--- src/rtl/scan_reg_pkg.sv ---
// Shared types and constant helpers for the scan register bank.
// The optional output mask is controlled by the SCAN_MASK_EN macro in scan_reg_bank.
package scan_reg_pkg;

  // Per-edge operating mode decoded from SE/EN. SE wins over EN.
  typedef enum logic [1:0] {
    MODE_HOLD  = 2'd0,
    MODE_FUNC  = 2'd1,
    MODE_SHIFT = 2'd2
  } mode_e;

  // Total number of flops in the serial scan chain.
  function automatic int chain_len(input int width, input int stages);
    return width * stages;
  endfunction

  // Smallest r with 2**r >= value. Used to check the counter width.
  function automatic int clog2(input int value);
    int r;
    r = 0;
    for (int i = 0; i < 31; i++) begin
      if ((1 << i) < value) r = i + 1;
    end
    return r;
  endfunction

  // SE selects shifting regardless of EN; otherwise EN advances the pipe.
  function automatic mode_e decode_mode(input logic se, input logic en);
    mode_e m;
    if (se)      m = MODE_SHIFT;
    else if (en) m = MODE_FUNC;
    else         m = MODE_HOLD;
    return m;
  endfunction

endpackage

--- src/rtl/scan_reg_stage.sv ---
// One WIDTH-bit pipeline stage. In shift mode the bits form a serial chain
// SI -> Q[0] -> Q[1] -> ... -> Q[WIDTH-1] = SO.
module scan_reg_stage
  import scan_reg_pkg::*;
#(
  parameter int WIDTH = 8
) (
  input  logic             CK,
  input  logic             RST,
  input  logic             EN,
  input  logic             SE,
  input  logic [WIDTH-1:0] D,
  input  logic             SI,
  output logic [WIDTH-1:0] Q,
  output logic             SO
);

  logic [WIDTH-1:0] stage_d;
  logic [WIDTH-1:0] stage_q;
  mode_e            mode;

  // Next-state select: hold, parallel load from D, or shift one bit along.
  always_comb begin
    mode    = decode_mode(SE, EN);
    stage_d = stage_q;
    case (mode)
      MODE_HOLD: stage_d = stage_q;
      MODE_FUNC: stage_d = D;
      MODE_SHIFT: begin
        stage_d[0] = SI;
        for (int i = 1; i < WIDTH; i++) begin
          stage_d[i] = stage_q[i-1];
        end
      end
      default: stage_d = stage_q;
    endcase
  end

  // Stage register with synchronous reset.
  always_ff @(posedge CK) begin
    if (RST) stage_q <= '0;
    else     stage_q <= stage_d;
  end

  assign Q  = stage_q;
  assign SO = stage_q[WIDTH-1];

endmodule

--- src/rtl/scan_reg_bank.sv ---
// WIDTH x STAGES scan-accessible register pipeline with a shift counter that
// pulses SHIFT_DONE after each full-chain load/unload.
// Optional: define SCAN_MASK_EN to force Q to zero the cycle after SE rises
// until the cycle after SE falls (registered SE gates Q).
module scan_reg_bank
  import scan_reg_pkg::*;
#(
  parameter int WIDTH  = 8,
  parameter int STAGES = 2,
  parameter int CNT_W  = 8
) (
  input  logic             CK,
  input  logic             RST,
  input  logic             EN,
  input  logic             SE,
  input  logic [WIDTH-1:0] D,
  input  logic             SI,
  output logic [WIDTH-1:0] Q,
  output logic             SO,
  output logic [CNT_W-1:0] SHIFT_CNT,
  output logic             SHIFT_DONE
);

  localparam int               CHAIN_LEN = chain_len(WIDTH, STAGES);
  localparam logic [CNT_W-1:0] CNT_LAST  = CNT_W'(CHAIN_LEN - 1);

  if (CNT_W < clog2(CHAIN_LEN)) begin : g_bad_cnt_w
    $error("scan_reg_bank: CNT_W too small for chain length");
  end

  logic [STAGES-1:0][WIDTH-1:0] stage_out;
  logic [STAGES-1:0]            stage_so;

  // Stage s takes the previous stage's word as functional input and its SO as
  // serial input, so the chain runs stage 0 LSB first through to the last MSB.
  for (genvar s = 0; s < STAGES; s++) begin : g_stage
    logic [WIDTH-1:0] in_d;
    logic             in_si;
    if (s == 0) begin : g_head
      assign in_d  = D;
      assign in_si = SI;
    end else begin : g_link
      assign in_d  = stage_out[s-1];
      assign in_si = stage_so[s-1];
    end
    scan_reg_stage #(.WIDTH(WIDTH)) u_stage (
      .CK (CK),
      .RST(RST),
      .EN (EN),
      .SE (SE),
      .D  (in_d),
      .SI (in_si),
      .Q  (stage_out[s]),
      .SO (stage_so[s])
    );
  end

  logic [CNT_W-1:0] shift_cnt_d, shift_cnt_q;
  logic             shift_done_d, shift_done_q;

  // Count shifts in the current burst; wrap and pulse on the last chain position.
  always_comb begin
    shift_cnt_d  = '0;
    shift_done_d = 1'b0;
    if (SE) begin
      if (shift_cnt_q == CNT_LAST) begin
        shift_cnt_d  = '0;
        shift_done_d = 1'b1;
      end else begin
        shift_cnt_d = shift_cnt_q + CNT_W'(1);
      end
    end
  end

  // Counter and done-pulse registers; reset abandons any burst in progress.
  always_ff @(posedge CK) begin
    if (RST) begin
      shift_cnt_q  <= '0;
      shift_done_q <= 1'b0;
    end else begin
      shift_cnt_q  <= shift_cnt_d;
      shift_done_q <= shift_done_d;
    end
  end

  assign SHIFT_CNT  = shift_cnt_q;
  assign SHIFT_DONE = shift_done_q;
  assign SO         = stage_so[STAGES-1];

`ifdef SCAN_MASK_EN
  logic se_d, se_q;

  // Registered copy of SE so the mask is driven purely from flops.
  always_comb se_d = SE;

  // SE history register used only for output masking.
  always_ff @(posedge CK) begin
    if (RST) se_q <= 1'b0;
    else     se_q <= se_d;
  end

  assign Q = se_q ? '0 : stage_out[STAGES-1];
`else
  assign Q = stage_out[STAGES-1];
`endif

endmodule

--- config.mk ---
export PLATFORM = sky130hd
export DESIGN_NAME = scan_reg_bank
export DESIGN_NICKNAME = d
export VERILOG_FILES = /design/src/rtl/scan_reg_pkg.sv /design/src/rtl/scan_reg_stage.sv /design/src/rtl/scan_reg_bank.sv
export SDC_FILE = /design/constraint.sdc
export NUM_CORES = 1
export LEC_CHECK = 0
export CAP_MARGIN = 20
export CORE_MARGIN = 3
export CORE_UTILIZATION = 30
export CTS_BUF_LIST = sky130_fd_sc_hd__clkbuf_16
export DETAILED_ROUTE_END_ITERATION = 10
export GPL_TIMING_DRIVEN = 1
export HOLD_SLACK_MARGIN = 0.1
export PLACE_DENSITY_LB_ADDON = 0.08
export SLEW_MARGIN = 20
export SYNTH_ARGS = -nofsm -noshare
export SYNTH_HDL_FRONTEND = slang
export SYNTH_SLANG_ARGS = --single-unit
--- constraint.sdc ---
create_clock -name CK -period 3.6 [get_ports CK]
set_input_delay 1.08 -clock CK [delete_from_list [all_inputs] [get_ports CK]]
set_output_delay 1.08 -clock CK [all_outputs]
set_load 0.05 [all_outputs]
Word-level counts from Yosys, hierarchy flattened:

Index checks and enable logic that the tools add are counted.

* logic and storage cells: 17
* register bits: 25
* ROM bits: 0
* latch bits: 0
* RAM bits: 0
* memories: 0

* multipliers: 0
* $lt $le $gt $ge: 0
* add/sub/neg operators: 1
* divide/modulo/power cells: 0
* bitwise operators: 1
* equality and inequality tests: 3
* mux-type cells: 5
* reduce and logical (&&, ||, !) cells: 3
* shift-type cells: 0

Operators by type and width (count)
* $pmux W8 S2: 2
* $add A8 B1 Y8 const B: 1
* $eq A8 B4 Y1 const B: 1
* $reduce_or A3 Y1: 1
* $eq A2 B1 Y1 const B: 1
* $eq A2 B2 Y1 const B: 1
* $mux W1: 2
* $mux W2: 1
* $reduce_bool A2 Y1: 1
* $reduce_or A2 Y1: 1
* $not A1 Y1: 1

Longest topological paths before layout:

* word-level depth: 4
* gate-level depth with buffers: 5

Hierarchy:

From an unflattened synthesis, not the netlist that was laid out.

* cells, all modules: 113
* area, all modules: 1122.3 µm²

Modules (own cells, without submodules)
* scan_reg_stage: cells an instance 36, sequential area each 160.2 µm², area each 376.6 µm², times used 2
* scan_reg_bank: cells an instance 41, sequential area each 180.2 µm², area each 369.1 µm², times used 1

Worst setup path after synthesis:

No wires, ideal clock.

* path kind: input port to flip-flop
* from: input EN
* to: register g_stage[1].u_stage.stage_q[6]
* arrival time: 1.867 ns
* stages: 5
* data required time: 3.472 ns
* path buffers: 2
* library setup time: 0.128 ns
* path slack: 1.605 ns
* path through: buf_2 buf_6 mux2_2 mux2i_1 nor2_1

* longest elaborated chain between the ends: 4

RTL lines
* from (decl): RTL line scan_reg_bank.sv:14 `input logic EN,`
* $mux W1 (*): RTL line scan_reg_pkg.sv:31 `else if (en) m = MODE_FUNC;`
* $mux W2 (*): RTL line scan_reg_pkg.sv:30 `if (se) m = MODE_SHIFT;`
* $eq A2 B2 Y1 / $eq A2 B1 Y1 (equally long branches): RTL line scan_reg_stage.sv:26 `case (mode)`
* $pmux W8 S2 / $reduce_bool A2 Y1 (equally long branches)
* to (signal assigned): RTL line scan_reg_stage.sv:42 `else stage_q <= stage_d;`
* to (decl): RTL line scan_reg_stage.sv:19 `logic [WIDTH-1:0] stage_q;`

Mark *: on every way between the ends. The rest lies on a longest branch, timed or not.
A chain may end at the register's enable or synchronous reset.

Worst setup path after layout:

* from: register shift_cnt_q[3], in the netlist SHIFT_CNT[3]
* to: output SHIFT_CNT[3]

RTL lines
* from (decl): RTL line scan_reg_bank.sv:58 `logic [CNT_W-1:0] shift_cnt_d, shift_cnt_q;`
* from (signal assigned): RTL line scan_reg_bank.sv:81 `shift_cnt_q <= shift_cnt_d;`
* to (decl): RTL line scan_reg_bank.sv:20 `output logic [CNT_W-1:0] SHIFT_CNT,`

No word-level cell between the ends.

==> summary.md <==
| Metric | Value |
|---|---|
| Status | finished clean |
| Clock tree buffer depth | 2 |
| Final WL | ~2.3 mm |
| CP Capture Type | primary output |
| Hold-fix buffers, CTS | 0 |
| Post-synthesis net count | 126 |
| CTS buffer count | 3 |
| Clock network power share | 39.5% |
| First-pass GRT wire length | 3.84 mm |
| R2R setup slack | 2.28 ns |
| Final worst path period share | 74.7% |
| Clk slew on worst S/H paths | 0.06 ns |
| M1 wire length | 1.10 mm |
| Yosys Warn Count | 0 |
| FFs w/ async S/R, synth | 0% |
| Setup Slack @ Placement | 0.852 ns |
| Initial core utilization | 32.6% |
| CTS tree | done |
| Top Metal Used | met4 |
| Reg-to-Reg End | SHIFT_CNT[6] |
| Worst-Margin Slew | 0.755 ns |
| Routed len/inst | 12.2 um |
| Antenna violations before repair | 0 |
| Total grt overflow | 0 |
| Final Hold Viols | 0 |
| Setup crit start kind | flop |
| DRT iter0 DRCs | 34 |
| TNS Setup | 0 ns |
| Clk sinks | 25 |
| Routability congestion estimate from global placement | 0.709 |
| Worst ir drop on vdd | 0.000248 V |
| Hold crit path type | reg2reg |
| Cells along the critical path | clkdlybuf4s50_1 |
| Most common cell after layout, fill and taps aside | clkdlybuf4s50_1 |
| Core Region | 0.00349 mm2 |
| Post-synth top area share | 43.9% |
| Seq cells post-synth | 25 |
| H-Tree Depth | 1 |
| Dpl hpwl | 1.71 mm |
| Die height | ~68 um |
| Max-slew violation count | 0 |
| Max-cap violations | 0 |
| Critical path's largest stage delay | 0.87 ns |
| CP Buf/Inv Count | 1 |
| Post-DRT Antenna Nets | 0 |
| Cell leakage power | between 0.6 and 0.7 nW |
| Die area | 0.00458 mm2 |
| Routed vias/inst | around 4.7 |
| Combinational cell fraction of total power | around 12% |
| Cell count along the critical path | 1 |
| Reg2reg start | SHIFT_CNT[0] |
| Sequential-to-total area share from yosys stat | 43.9% |
| Port Buffers | 30 |
| CP Class | reg2out |
| Fin crit period | 2.69 ns |
| Commonest non-fill, non-tap cells in the layout | clkdlybuf4s50_1, dfxtp_1, nor2_1 |
| Switching share of power | 22.1% |
| Crit path DAT | ~1.6 ns |
| Worst rel slew slack | 49.5% |
| FF-to-FF path depth | 4 |
| DRC Markers | 0 |
| Pre-Repair DR Iteration Count | 4 |
| EDFF count, synth | 0 |
| Setup-failing EPs final | 0 |
| Int Pwr | 0.473 mW |
| Tot GR Track Use | between 10 and 15% |
| Setup ws final | 0.910 ns |
| IO Count | 31 |
| Post-Syn Instances | 112 |
| Net switching power figure | 0.134 mW |
| Total number of vias | 868 |
| Row count | 21 |
| Post-synth design cell area | 0.00114 mm2 |
| CTS root buf | clkbuf_16 |
| Ys flop type | dfxtp_1 |
| Most area-hungry cell type in the Yosys netlist | dfxtp_1 |
| Met3 WL | ~130 um |
| Vias in the first global route | between 700 and 800 |
| Antenna diode count | 0 |
| Post-CTS resize count | 0 |
| CP required | 2.52 ns |
| Critical Path Slowest Stage Cell | clkdlybuf4s50_1 |
| Synth top area cells | dfxtp_1, mux2_2, mux2i_1, nor2_1, or3_1 |
| Clk_lat worst skew | 0.26 ns |
| Pwr dens | between 300 and 400 mW/mm2 |
| Delay-heaviest family, CP | buffers and inverters |
| Die W | 67.6 um |
| # nets final | 155 |
| Critical path peak fanout | 8 |
| Largest net degree at the start of global routing | 18 |
| Synth-to-Final Area Change | 35.3% |
| RSZ-0062 raised after global routing | no |
| Clock skew | ~0.0029 ns |
| Library cells used by synthesis | 23 |
| Crit path to | SHIFT_CNT[3] |
| Postcts setup bufs | 0 |
| Syn avg cell area | between 10 and 15 um2 |
| Ratio of cells with drive above 1 in the final layout | 17.9% |
| Metal2 WL | 1.02 mm |
| Number of fill cells | 351 |
| Power share of the sequential group | between 40% and 50% |
| Worst Setup SP | SHIFT_CNT[3] |
| Fmax | 0.372 GHz |
[how the worst min path moves through the flow]
stage	from	end	depth (start not counted)
final	SHIFT_CNT[0]	SHIFT_CNT[0]	1
after global routing	SHIFT_CNT[0]	SHIFT_CNT[0]	1
after CTS	SHIFT_CNT[0]	SHIFT_CNT[0]	1
after detailed placement	SHIFT_CNT[0]	SHIFT_CNT[0]	1
after global placement	SHIFT_CNT[0]	SHIFT_CNT[0]	1
after floorplan	g_stage[0].u_stage.Q[0]	g_stage[0].u_stage.Q[1]	2
[per-stage QoR]
step           hold slack, ns  total power [mW]  cells  cell area (um2)  util (%)
6_report                0.479             0.607    186             1540      44.1
5_1_grt                 0.519             0.638    186             1540      44.1
4_1_cts                 0.482             0.620    186             1540      44.1
3_5_place_dp            0.467             0.374    182             1460      41.9
3_3_place_gp            0.457             0.373    182             1460      41.9
2_1_floorplan           0.476             0.348    112             1140         -
[synth_stat cells, types with 2 or more instances]
| cell | count |
|---|---|
| mux2_2 | 16 |
| a21oi_1 | 3 |
| or3_1 | 4 |
| nand3_1 | 2 |
| buf_2 | 3 |
| nand2_1 | 3 |
| clkbuf_1 | 2 |
| nor2_1 | 21 |
| dfxtp_1 | 25 |
| nand4_1 | 2 |
| o21ai_0 | 3 |
| buf_4 | 2 |
| mux2i_1 | 16 |
[sequential cells by signal (all words and copies together) (netlist names)]
signal and count:
g_stage.u_stage.Q 16, SHIFT_CNT 8, SHIFT_DONE 1
[power groups by stage]
stage | sequential, mW | combinational, mW | clock (mW)
after global routing | 0.293 | 0.0808 | 0.264
after global placement | 0.298 | 0.0749 | 0
after floorplan | 0.308 | 0.0403 | 0
after CTS | 0.292 | 0.0756 | 0.252
final | 0.292 | 0.0748 | 0.240
after detailed placement | 0.298 | 0.0753 | 0
[logic make-up (layout without fill, tap and decap cells)]
family          after synthesis  count (layout)  share of synthesized area, %
simple gates                 35              35                          14.6
mux                          32              32                          29.9
flops                        25              25                          43.9
buf+inv                       9              37                          4.61
compound gates                8               8                          4.39
xor+xnor                      2               2                          1.54
fa+ha+maj                     1               1                          1.10
[cell type report]
class / count / area (um2) / area share, %
Multi-Input combinational cell: 78 / 587 / 38.0
Sequential cell: 25 / 500 / 32.4
Timing Repair Buffer: 32 / 315 / 20.4
Clock buffer: 3 / 75.1 / 4.87
Tap cell: 46 / 57.6 / 3.73
Clock inverter: 1 / 3.75 / 0.243
Inverter: 1 / 3.75 / 0.243
[metal layers]
| layer | vias up | track usage, % |
|---|---|---|
| li1 | 447 | - |
| met5 | - | 0 |
| met3 | 4 | 4.33 |
| met4 | 0 | 3.80 |
| met2 | 20 | 16.8 |
| met1 | 397 | 14.8 |
Note: power is estimated with default switching activity, not from simulation.
